$ cat config.mk
export PLATFORM = sky130hd
export DESIGN_NAME = commit_ctrl
export DESIGN_NICKNAME = d
export VERILOG_FILES = /design/src/rtl/commit_ctrl.sv
export SDC_FILE = /design/constraint.sdc
export NUM_CORES = 1
export LEC_CHECK = 0
export ABC_AREA = 1
export CAP_MARGIN = 20
export CORE_MARGIN = 4
export CORE_UTILIZATION = 40
export DETAILED_ROUTE_END_ITERATION = 8
export PLACE_DENSITY = 0.74
export REMOVE_ABC_BUFFERS = 1
export SLEW_MARGIN = 20
export SYNTH_ARGS = -nofsm -noshare
export SYNTH_HDL_FRONTEND = slang
export SYNTH_SLANG_ARGS = --single-unit
export TNS_END_PERCENT = 10
$ cat constraint.sdc
create_clock -name clk_in -period 4.75 [get_ports clk_in]
set_clock_uncertainty 0.05 [all_clocks]
set_input_delay 0.95 -clock clk_in [delete_from_list [all_inputs] [get_ports clk_in]]
set_output_delay 0.95 -clock clk_in [all_outputs]
set_load 0.01 [all_outputs]
$ cat src/rtl/commit_ctrl.sv
// Commit controller at the ROB head: retires one entry per cycle, drives regfile writeback,
// store release to the LSB and PC redirect/flush for taken control flow.
module commit_ctrl #(
  parameter int TAG_W        = 4,
  parameter int FLUSH_CYCLES = 2,
  parameter int INSTR_ID_W   = 6,
  parameter int ADDR_W       = 32
) (
  input  logic                  clk_in,
  input  logic                  rst_in,
  input  logic                  rdy_in,
  input  logic                  head_valid_in,
  input  logic                  head_ready_in,
  input  logic [TAG_W-1:0]      head_tag_in,
  input  logic [INSTR_ID_W-1:0] head_instr_id_in,
  input  logic [4:0]            head_rd_in,
  input  logic [31:0]           head_value_in,
  input  logic                  head_jump_en_in,
  input  logic [ADDR_W-1:0]     head_jump_a_in,
  input  logic                  lsb_store_done_in,
  output logic                  rob_pop_out,
  output logic                  rf_wr_en_out,
  output logic [4:0]            rf_rd_out,
  output logic [31:0]           rf_value_out,
  output logic [TAG_W-1:0]      rf_tag_out,
  output logic                  lsb_store_commit_out,
  output logic                  pc_redirect_en_out,
  output logic [ADDR_W-1:0]     pc_redirect_a_out,
  output logic                  flush_out,
  output logic [31:0]           commit_cnt_out
);

  // Instruction ids mirror the shared config encoding: loads, stores, LUI/AUIPC, JAL/JALR, branches, ALU ops.
  localparam logic [INSTR_ID_W-1:0] ID_LHU  = INSTR_ID_W'(4);
  localparam logic [INSTR_ID_W-1:0] ID_SB   = INSTR_ID_W'(5);
  localparam logic [INSTR_ID_W-1:0] ID_SW   = INSTR_ID_W'(7);
  localparam logic [INSTR_ID_W-1:0] ID_LUI  = INSTR_ID_W'(8);
  localparam logic [INSTR_ID_W-1:0] ID_JAL  = INSTR_ID_W'(10);
  localparam logic [INSTR_ID_W-1:0] ID_JALR = INSTR_ID_W'(11);
  localparam logic [INSTR_ID_W-1:0] ID_BGEU = INSTR_ID_W'(17);
  localparam logic [INSTR_ID_W-1:0] ID_ADDI = INSTR_ID_W'(18);

  localparam int FC_W = (FLUSH_CYCLES > 1) ? $clog2(FLUSH_CYCLES) : 1;

  typedef enum logic [1:0] {RUN, STORE_WAIT, FLUSH} state_t;

  state_t                  state, state_d;
  logic [FC_W-1:0]         flush_cnt, flush_cnt_d;
  logic                    pop_d, wr_d, store_d, redir_d, flush_d;
  logic [4:0]              rf_rd_d;
  logic [31:0]             rf_value_d, cnt_d;
  logic [TAG_W-1:0]        rf_tag_d;
  logic [ADDR_W-1:0]       pc_a_d;
  logic                    writes_rd, is_ctrl, is_store;

  assign writes_rd = (head_instr_id_in <= ID_LHU) ||
                     ((head_instr_id_in >= ID_LUI) && (head_instr_id_in <= ID_JALR)) ||
                     (head_instr_id_in >= ID_ADDI);
  assign is_ctrl   = (head_instr_id_in >= ID_JAL) && (head_instr_id_in <= ID_BGEU);
  assign is_store  = (head_instr_id_in >= ID_SB) && (head_instr_id_in <= ID_SW);

  always_comb begin
    state_d     = state;
    flush_cnt_d = flush_cnt;
    cnt_d       = commit_cnt_out;
    flush_d     = flush_out;
    rf_rd_d     = rf_rd_out;
    rf_value_d  = rf_value_out;
    rf_tag_d    = rf_tag_out;
    pc_a_d      = pc_redirect_a_out;
    pop_d       = 1'b0;
    wr_d        = 1'b0;
    store_d     = 1'b0;
    redir_d     = 1'b0;
    if (rdy_in) begin
      case (state)
        RUN: begin
          if (head_valid_in && head_ready_in) begin
            pop_d = 1'b1;
            cnt_d = commit_cnt_out + 32'd1;
            // JAL/JALR write their link register even though they also redirect.
            if (writes_rd && (head_rd_in != 5'd0)) begin
              wr_d       = 1'b1;
              rf_rd_d    = head_rd_in;
              rf_value_d = head_value_in;
              rf_tag_d   = head_tag_in;
            end
            if (is_store) begin
              store_d = 1'b1;
              state_d = STORE_WAIT;
            end else if (is_ctrl && head_jump_en_in) begin
              redir_d     = 1'b1;
              pc_a_d      = head_jump_a_in;
              flush_d     = 1'b1;
              flush_cnt_d = FC_W'(FLUSH_CYCLES - 1);
              state_d     = FLUSH;
            end
          end
        end
        STORE_WAIT: begin
          if (lsb_store_done_in) state_d = RUN;
        end
        FLUSH: begin
          if (flush_cnt == '0) begin
            flush_d = 1'b0;
            state_d = RUN;
          end else begin
            flush_cnt_d = flush_cnt - FC_W'(1);
          end
        end
        default: state_d = RUN;
      endcase
    end
  end

  always_ff @(posedge clk_in or posedge rst_in) begin
    if (rst_in) begin
      state                <= RUN;
      flush_cnt            <= '0;
      rob_pop_out          <= 1'b0;
      rf_wr_en_out         <= 1'b0;
      rf_rd_out            <= '0;
      rf_value_out         <= '0;
      rf_tag_out           <= '0;
      lsb_store_commit_out <= 1'b0;
      pc_redirect_en_out   <= 1'b0;
      pc_redirect_a_out    <= '0;
      flush_out            <= 1'b0;
      commit_cnt_out       <= '0;
    end else begin
      state                <= state_d;
      flush_cnt            <= flush_cnt_d;
      rob_pop_out          <= pop_d;
      rf_wr_en_out         <= wr_d;
      rf_rd_out            <= rf_rd_d;
      rf_value_out         <= rf_value_d;
      rf_tag_out           <= rf_tag_d;
      lsb_store_commit_out <= store_d;
      pc_redirect_en_out   <= redir_d;
      pc_redirect_a_out    <= pc_a_d;
      flush_out            <= flush_d;
      commit_cnt_out       <= cnt_d;
    end
  end

endmodule

* Word-level counts from Yosys, hierarchy flattened
Index checks and enable logic that the tools add are counted.
** Cells by class
- Div/mod/pow operators :: 0
- Equality and inequality tests :: 8
- Bitwise gates (word level) :: 1
- Order comparisons :: 8
- Add/subtract/negate cells :: 2
- $mul :: 0
- Reductions and logical operators :: 17
- Mux-type cells :: 29
- Shift operators :: 0
** Operator list (number)
- adder 32 x 1 -> 32 bit (second input constant) :: 1
- two-way mux 1 bit :: 21
- AND reduction 5 bit :: 3
- greater-or-equal comparator 6 x 4 -> 1 bit (second input constant) :: 2
- less-or-equal comparator 6 x 3 -> 1 bit (second input constant) :: 2
- two-way mux 2 bit :: 5
- inequality test 2 bit (second input constant) :: 5
- greater-or-equal comparator 6 x 3 -> 1 bit (second input constant) :: 1
- greater-or-equal comparator 6 x 5 -> 1 bit (second input constant) :: 1
- less-or-equal comparator 6 x 4 -> 1 bit (second input constant) :: 1
- less-or-equal comparator 6 x 5 -> 1 bit (second input constant) :: 1
- logical AND 1 bit :: 6
- case mux 2 bit (3 select lines) :: 1
- AND reduction 6 bit :: 1
- nonzero test 5 bit :: 1
- case mux 1 bit (2 select lines) :: 2
- AND reduction 4 bit :: 1
- inequality test 3 bit (second input constant) :: 1
- AND reduction 3 bit :: 1
- equality test 2 x 1 -> 1 bit (second input constant) :: 1
- equality test 2 bit (second input constant) :: 1
- logical NOT 2 bit :: 1
- logical OR 1 bit :: 2
- nonzero test 2 bit :: 1
- other kinds (2) :: 2
** Word-level totals
- Input port bits :: 86
- Output and inout bits :: 110
- Memory bits (read-only) :: 0
- Word-level logic and storage cells :: 77
- RAM bits :: 0
- Bits in latches :: 0
- Register bits after elaboration :: 113
- Memories :: 0

* Depth between registers and ports, before layout
- Depth in word-level cells :: 9
- Mapped depth :: 10
- Depth with buffers taken out :: 10

* Worst setup path after synthesis
No wires, ideal clock.
- Kind :: input to register
- Start :: input head_instr_id_in[5]
- End :: register pc_redirect_a_out[0]
- Path buffers :: 2
- Setup time :: 0.116 ns
- Slack :: 2.662 ns
- Arrival :: 1.921 ns
- Stages :: 9
- Required time :: 4.584 ns
- Path through :: nor2_2 > inv_2 > nand2_1 > nand3_1 > or2_1 > buf_2 > buf_2 > nand2_1 > nand2_1
** On the way
- Word-level cells in the longest chain between the ends :: 4
- Elaborated cells between the ends (all ways) :: 9
- Those cells by class :: order compare (4); bitwise (1); reduce/logical (4)
** RTL lines
- start, declared :: RTL line 15 : input logic [INSTR_ID_W-1:0] head_instr_id_in,
- greater-or-equal comparator 6 x 4 -> 1 bit (tied with other cells) :: RTL line 59 : assign is_ctrl = (head_instr_id_in >= ID_JAL) && (head_instr_id_in <= ID_BGEU);
- logical AND 1 bit (on tied branches) :: RTL line 59, 60
- logical AND 1 bit / inverter 1 bit (equally long branches)
- AND reduction 5 bit (no line) (*)
- end signal, assigned :: RTL line 140 : pc_redirect_a_out <= pc_a_d;
- end, declared :: RTL line 28 : output logic [ADDR_W-1:0] pc_redirect_a_out,
Every way passes the cells marked *; elsewhere a longest branch is shown, timed or not.
A chain may end at the register's enable or synchronous reset.

* Final worst setup path
- Start :: input rdy_in
- End :: register rf_value_out[25]
** On the way
- Word-level cells in the longest chain between the ends :: 1
** RTL lines
- start, declared :: RTL line 11 : input logic rdy_in,
- AND reduction 4 bit (no line)
- end signal, assigned :: RTL line 136 : rf_value_out <= rf_value_d;
- end, declared :: RTL line 24 : output logic [31:0] rf_value_out,
Every way passes these cells.

==> results.ini <==
[outcome]
status = complete, no violations

[pwr]
vdd_drop_max_mv = 0.299
powerDensity_nw_per_um2 = 493
p_leak_nw = 3.74

[global_routing]
grt.overflow.total = 0
grt_max_degree = 94
antenna_found_initial = 0
grt_pass1_wl_mm = 23.6
first_global_vias = 4944
track_usage_pct = 20.7

[synth]
synth_cell_types = 24
synthXorXnorAreaFrac_pct = 3.66
ys_async_sr_fraction_pct = 100
ys_seq_area_share_pct = 56.3
synth_top_area_share_pct = 56.3
yosys_register_bits = 113
yosysWarnings = 0
synth-edff-count = 0
synth_area_per_cell_um2 = 8.12
synth_top_cell_by_area = dfrtp_1
synthMuxAreaShare_pct = 0
synth_top_family_by_area = simple AND/OR/NAND/NOR gates
synthesis.instances = 619
synth_area_um2 = 5020
synth_compound_area_share_pct = 0.697
synthFlopType = dfrtp_1
yosysMostFrequentCell = nand2_1
synth_area_leaders = dfrtp_1, nand2_1, nor2_1, inv_1, xor2_1
synth-adder-area-share_pct = 0.249
yosys.area_share.simple_pct = 33.9
synth_common_cells = nand2_1, dfrtp_1, nor2_1, inv_1, buf_2

[floorplanning]
std_cell_rows = 40
dieArea_um2 = 14400
fp.dieH_um = 120
die_w_um = 120
core_um2 = 12200
initial_core_util_pct = 41.3
io_pins = 196

[clock_tree]
cts_hold_buf = 0
clock-root-buffer = clkbuf_16
postCtsSetupRepairBufs = 0
htreeDepth = 4
clock_latency_ns = 0.41
cts_tree = yes
cts_resized = 0
cts.clk_slew.worst_paths_ns = 0.05
clock_path_buffers = 2
cts_sinks = 113
cts_made_buffers = 17

[finish]
final_cell_area_um2 = 7650
drive_gt1_share_pct = 5.42
n_antenna_cell = 0
area_delta_synth_final_pct = 52.3
fin_nets = 906

[worst_hold_path]
worstHoldStart = flush_cnt$_DFFE_PP0P_
whs_path_depth = 2
whs_endpoint = flush_cnt$_DFFE_PP0P_
hp-class = reg2reg

[sta]
finalSetupViolCount = 0
finalMaxSlewViolations = 0
worst_pin_slew_ns = 0.815
timing.fmax_mhz = 330
finalCritPeriodShare_pct = 63.7
tns_ns = 0
period_needed_ns = 3.03
rsz0062_at_grt = no
hold_viol = 0
relSlewSlack_pct = 45.7

[routing]
drc = 0
wl_per_cell_um = 14.5
vias = 4688
drtAntennaViolNets = 0
drt_iter0_markers = 223
finalWirelength_mm = 14.4
drtPass1Iterations = 4
avgViaCountPerCell = 4.70

[worst_setup_path]
rr_startpoint = state[0]$_DFFE_PP0P_
critPathMaxFanout = 42
cp_data_required_time_ns = 5.04
path_class = in2reg
rr_endpoint = rf_value_out[25]$_DFFE_PP0P_
r2r_slack_ns = 2.34
ff2ff_path_depth = 10
critPathCaptureType = register
critPathArrivalTime_ns = 3.32
start_kind = primary input

[placed_design]
place_area_um2 = 7110
place.port_buffers = 195
gp_congestion = 0.866
dp_hpwl_mm = 10.6

[job]
cap_violations = 0

==> metrics by stage <==
stage / hold WS [ns] / worst slack (ns) / power, mW / utilization (%) / std cells
global route: 0.442 / 1.49 / 3.98 / 62.9 / 998
global placement: 0.406 / 1.11 / 2.60 / 58.4 / 968
detailed placement: 0.414 / 1.28 / 2.63 / 58.4 / 968
floorplan: 0.392 / 0.763 / 1.86 / - / 603
CTS: 0.429 / 1.71 / 3.82 / 62.9 / 998
finish: 0.423 / 1.72 / 3.77 / 62.9 / 998
==> cells by family (layout without fill, tap and decap cells) <==
group	after synthesis	after routing
buf+inv	58	269
xor+xnor	21	21
fa+ha+maj	1	1
compound gates	7	7
flops	113	113
simple gates	419	419
==> critical path: stages <==
cell	delay [ns]
clkdlybuf4s50_1	0.58
nand3_2	0.12
nor2_4	0.34
o21ai_0	0.15
inv_1	0.08
nand2_1	0.05
buf_4	0.27
inv_2	0.55
nand2_1	0.13
nand2_1	0.10
==> layout by cell type, fill, tap and decap left out, types with 2 or more instances in the layout <==
cell and count:
nand2_1 332, dfrtp_1 113, xnor2_1 10, nand3_2 2
buf_4 2, clkinv_2 6, nor2_1 44, nand3_1 10
nor2_4 3, clkdlybuf4s50_1 195, nor3b_1 2, nor3_1 3
o21ai_0 6, nor2_2 2, clkbuf_16 17, clkbuf_8 6
inv_2 3, nand3b_1 7, inv_1 37, and2_1 2
nand4_1 10, xor2_1 11
==> metal layers <==
metal | GRT usage, % | part of all wire (%) | up-vias
met4 | 11.2 | 4.0 | 0
met1 | 23.2 | 39 | 2195
li1 | - | - | 2279
met2 | 34.9 | 50 | 174
met3 | 6.69 | 7.2 | 40
met5 | 0 | 0 | -
==> sequential cells by signal (all words and copies together) (netlist names) <==
register	count
commit_cnt_out	32
flush_cnt	1
flush_out	1
lsb_store_commit_out	1
pc_redirect_a_out	32
pc_redirect_en_out	1
rf_rd_out	5
rf_tag_out	4
rf_value_out	32
rf_wr_en_out	1
rob_pop_out	1
state	2
==> final cells by class <==
cell class	count	area [um^2]
inverter	42	168
sequential	113	2830
timing repair buffer	197	1970
fill	1030	4510
clock inverter	6	30.0
multi-input combinational	448	1930
tap	168	210
clock buffer	24	512
==> how the worst max path moves through the flow <==
stage / to / cells after the start / from
after floorplan: commit_cnt_out[0]$_DFFE_PP0P_ / 1 / rst_in
after global placement: pc_redirect_a_out[9]$_DFFE_PP0P_ / 8 / head_instr_id_in[5]
after detailed placement: rf_value_out[25]$_DFFE_PP0P_ / 10 / rdy_in
after CTS: rf_value_out[25]$_DFFE_PP0P_ / 10 / rdy_in
after global routing: rf_value_out[25]$_DFFE_PP0P_ / 10 / rdy_in
final: rf_value_out[25]$_DFFE_PP0P_ / 10 / rdy_in
==> where the power goes <==
group	internal [mW]	switching (mW)
Sequential	1.25	0.189
Combinational	0.659	0.523
Clock	0.736	0.419
No activity file was read; power rests on OpenSTA's default activity.
==> patch, RTL diff (same flow settings) <==
The parameter `TAG_W` goes from 4 to 3.
--- a/src/rtl/commit_ctrl.sv
+++ b/src/rtl/commit_ctrl.sv
@@ -1,7 +1,7 @@
 // Commit controller at the ROB head: retires one entry per cycle, drives regfile writeback,
 // store release to the LSB and PC redirect/flush for taken control flow.
 module commit_ctrl #(
-  parameter int TAG_W        = 4,
+  parameter int TAG_W        = 3,
   parameter int FLUSH_CYCLES = 2,
   parameter int INSTR_ID_W   = 6,
   parameter int ADDR_W       = 32
Interface: changed (resized head_tag_in and rf_tag_out); port bits go from 196 to 194. The function was not compared with the original's and may differ.
==> patch against the unedited design <==
- first-iteration DRC count rose by 9.9%
- worst setup slack got worse by 0.0020 ns
- critical path depth down 2
- final area fell by 5.1%
- wire length down 9.0%
- area after synthesis is 3.7% lower
- core utilization down 0.38 points
- power is 8.7% lower
- sequential cell count shrank 1
- largest cell class unchanged
==> patch: results (changes against the unedited design) <==
| Metric | Value |
|---|---|
| Status | `finished, final reports clean` |
| Clock transition at the registers of the reported paths | `0.07 ns (+0.02 ns)` |
| H-tree Lvls | `3 (-1)` |
| Post-Synth XOR/XNOR Area | `3.981% (+0.32 points)` |
| Seq/Total Area, Yosys | `57.91% (+1.6 points)` |
| Inverters | `36 (-14%)` |
| Final Wtd Congestion | `0.8648 (-0.14%)` |
| HPWL after DPL | `9878 µm (-7.2%)` |
| Synth top area cells | `dfrtp_1 58%, nand2_1 24%, inv_1 2.6%` |
| Met1 usage in global routing | `23.69% (+0.51 points)` |
| Final instance area | `7259 µm² (-5.1%)` |
| Largest stage delay on the critical path | `0.53 ns (-0.05 ns)` |
| Adder-Cell Fraction of Synth Area | `0.2585% (+0.0095 points)` |
| FF+latch count | `112 (-0.88%)` |
| Synthesized area per cell | `8.344 µm² (+2.8%)` |
| Cell Area, Placed | `6890 µm² (-3.0%)` |
| R2R Path Start | `state[1]$_DFFE_PP0P_` |
| WL/cell | `14.29 µm (-1.2%)` |
| DRT met1 WL | `5420 µm (-3.8%)` |
| Sequential share of cell area | `38.61% (+1.6 points)` |
| Vias | `4387 (-6.4%)` |
| Num CTS Buffers | `9 (-8)` |
| Synth Instances | `580 (-6.3%)` |
| M3 GR Usage | `3.988% (-2.7 points)` |
| Buffers, non-clock | `195 (-1.0%)` |
| Layout cells sized above 1 | `4.510% (-0.91 points)` |
| Non-Filler Instances | `919 (-7.9%)` |
| P_leak | `3.542 nW (-5.2%)` |
| Worst-path fanout max | `43 (+2.4%)` |
patch: changes by cell type in the layout (fill, tap and decap cells not counted), moves of 5 or more:
cell,change
nor2_1,-10
clkinv_2,-5
clkbuf_16,-8
nor2_2,+5
nand3_1,+8
nand2_1,-26
clkbuf_8,-6
patch: report_power, final:
group	switching [W]	leakage [nW]	internal [W]
Clock	0.000348	0.176	0.000570
Combinational	0.000488	1.92	0.000634
Sequential	0.000176	1.45	0.00123
patch: path summary, 6_finish.rpt:
kind | endpoint | slack [ns] | cells after the start
setup reg to reg | pc_redirect_a_out[2]$_DFFE_PP0P_ | 2.35 | 6
hold / removal | pc_redirect_a_out[23]$_DFFE_PP0P_ | 0.42 | 2
min in group asynchronous | rf_value_out[26]$_DFFE_PP0P_ | 1.11 | 2
setup / recovery | rf_value_out[7]$_DFFE_PP0P_ | 1.72 | 8
hold reg to reg | pc_redirect_a_out[23]$_DFFE_PP0P_ | 0.42 | 2
max in group asynchronous | commit_cnt_out[19]$_DFFE_PP0P_ | 2.71 | 3
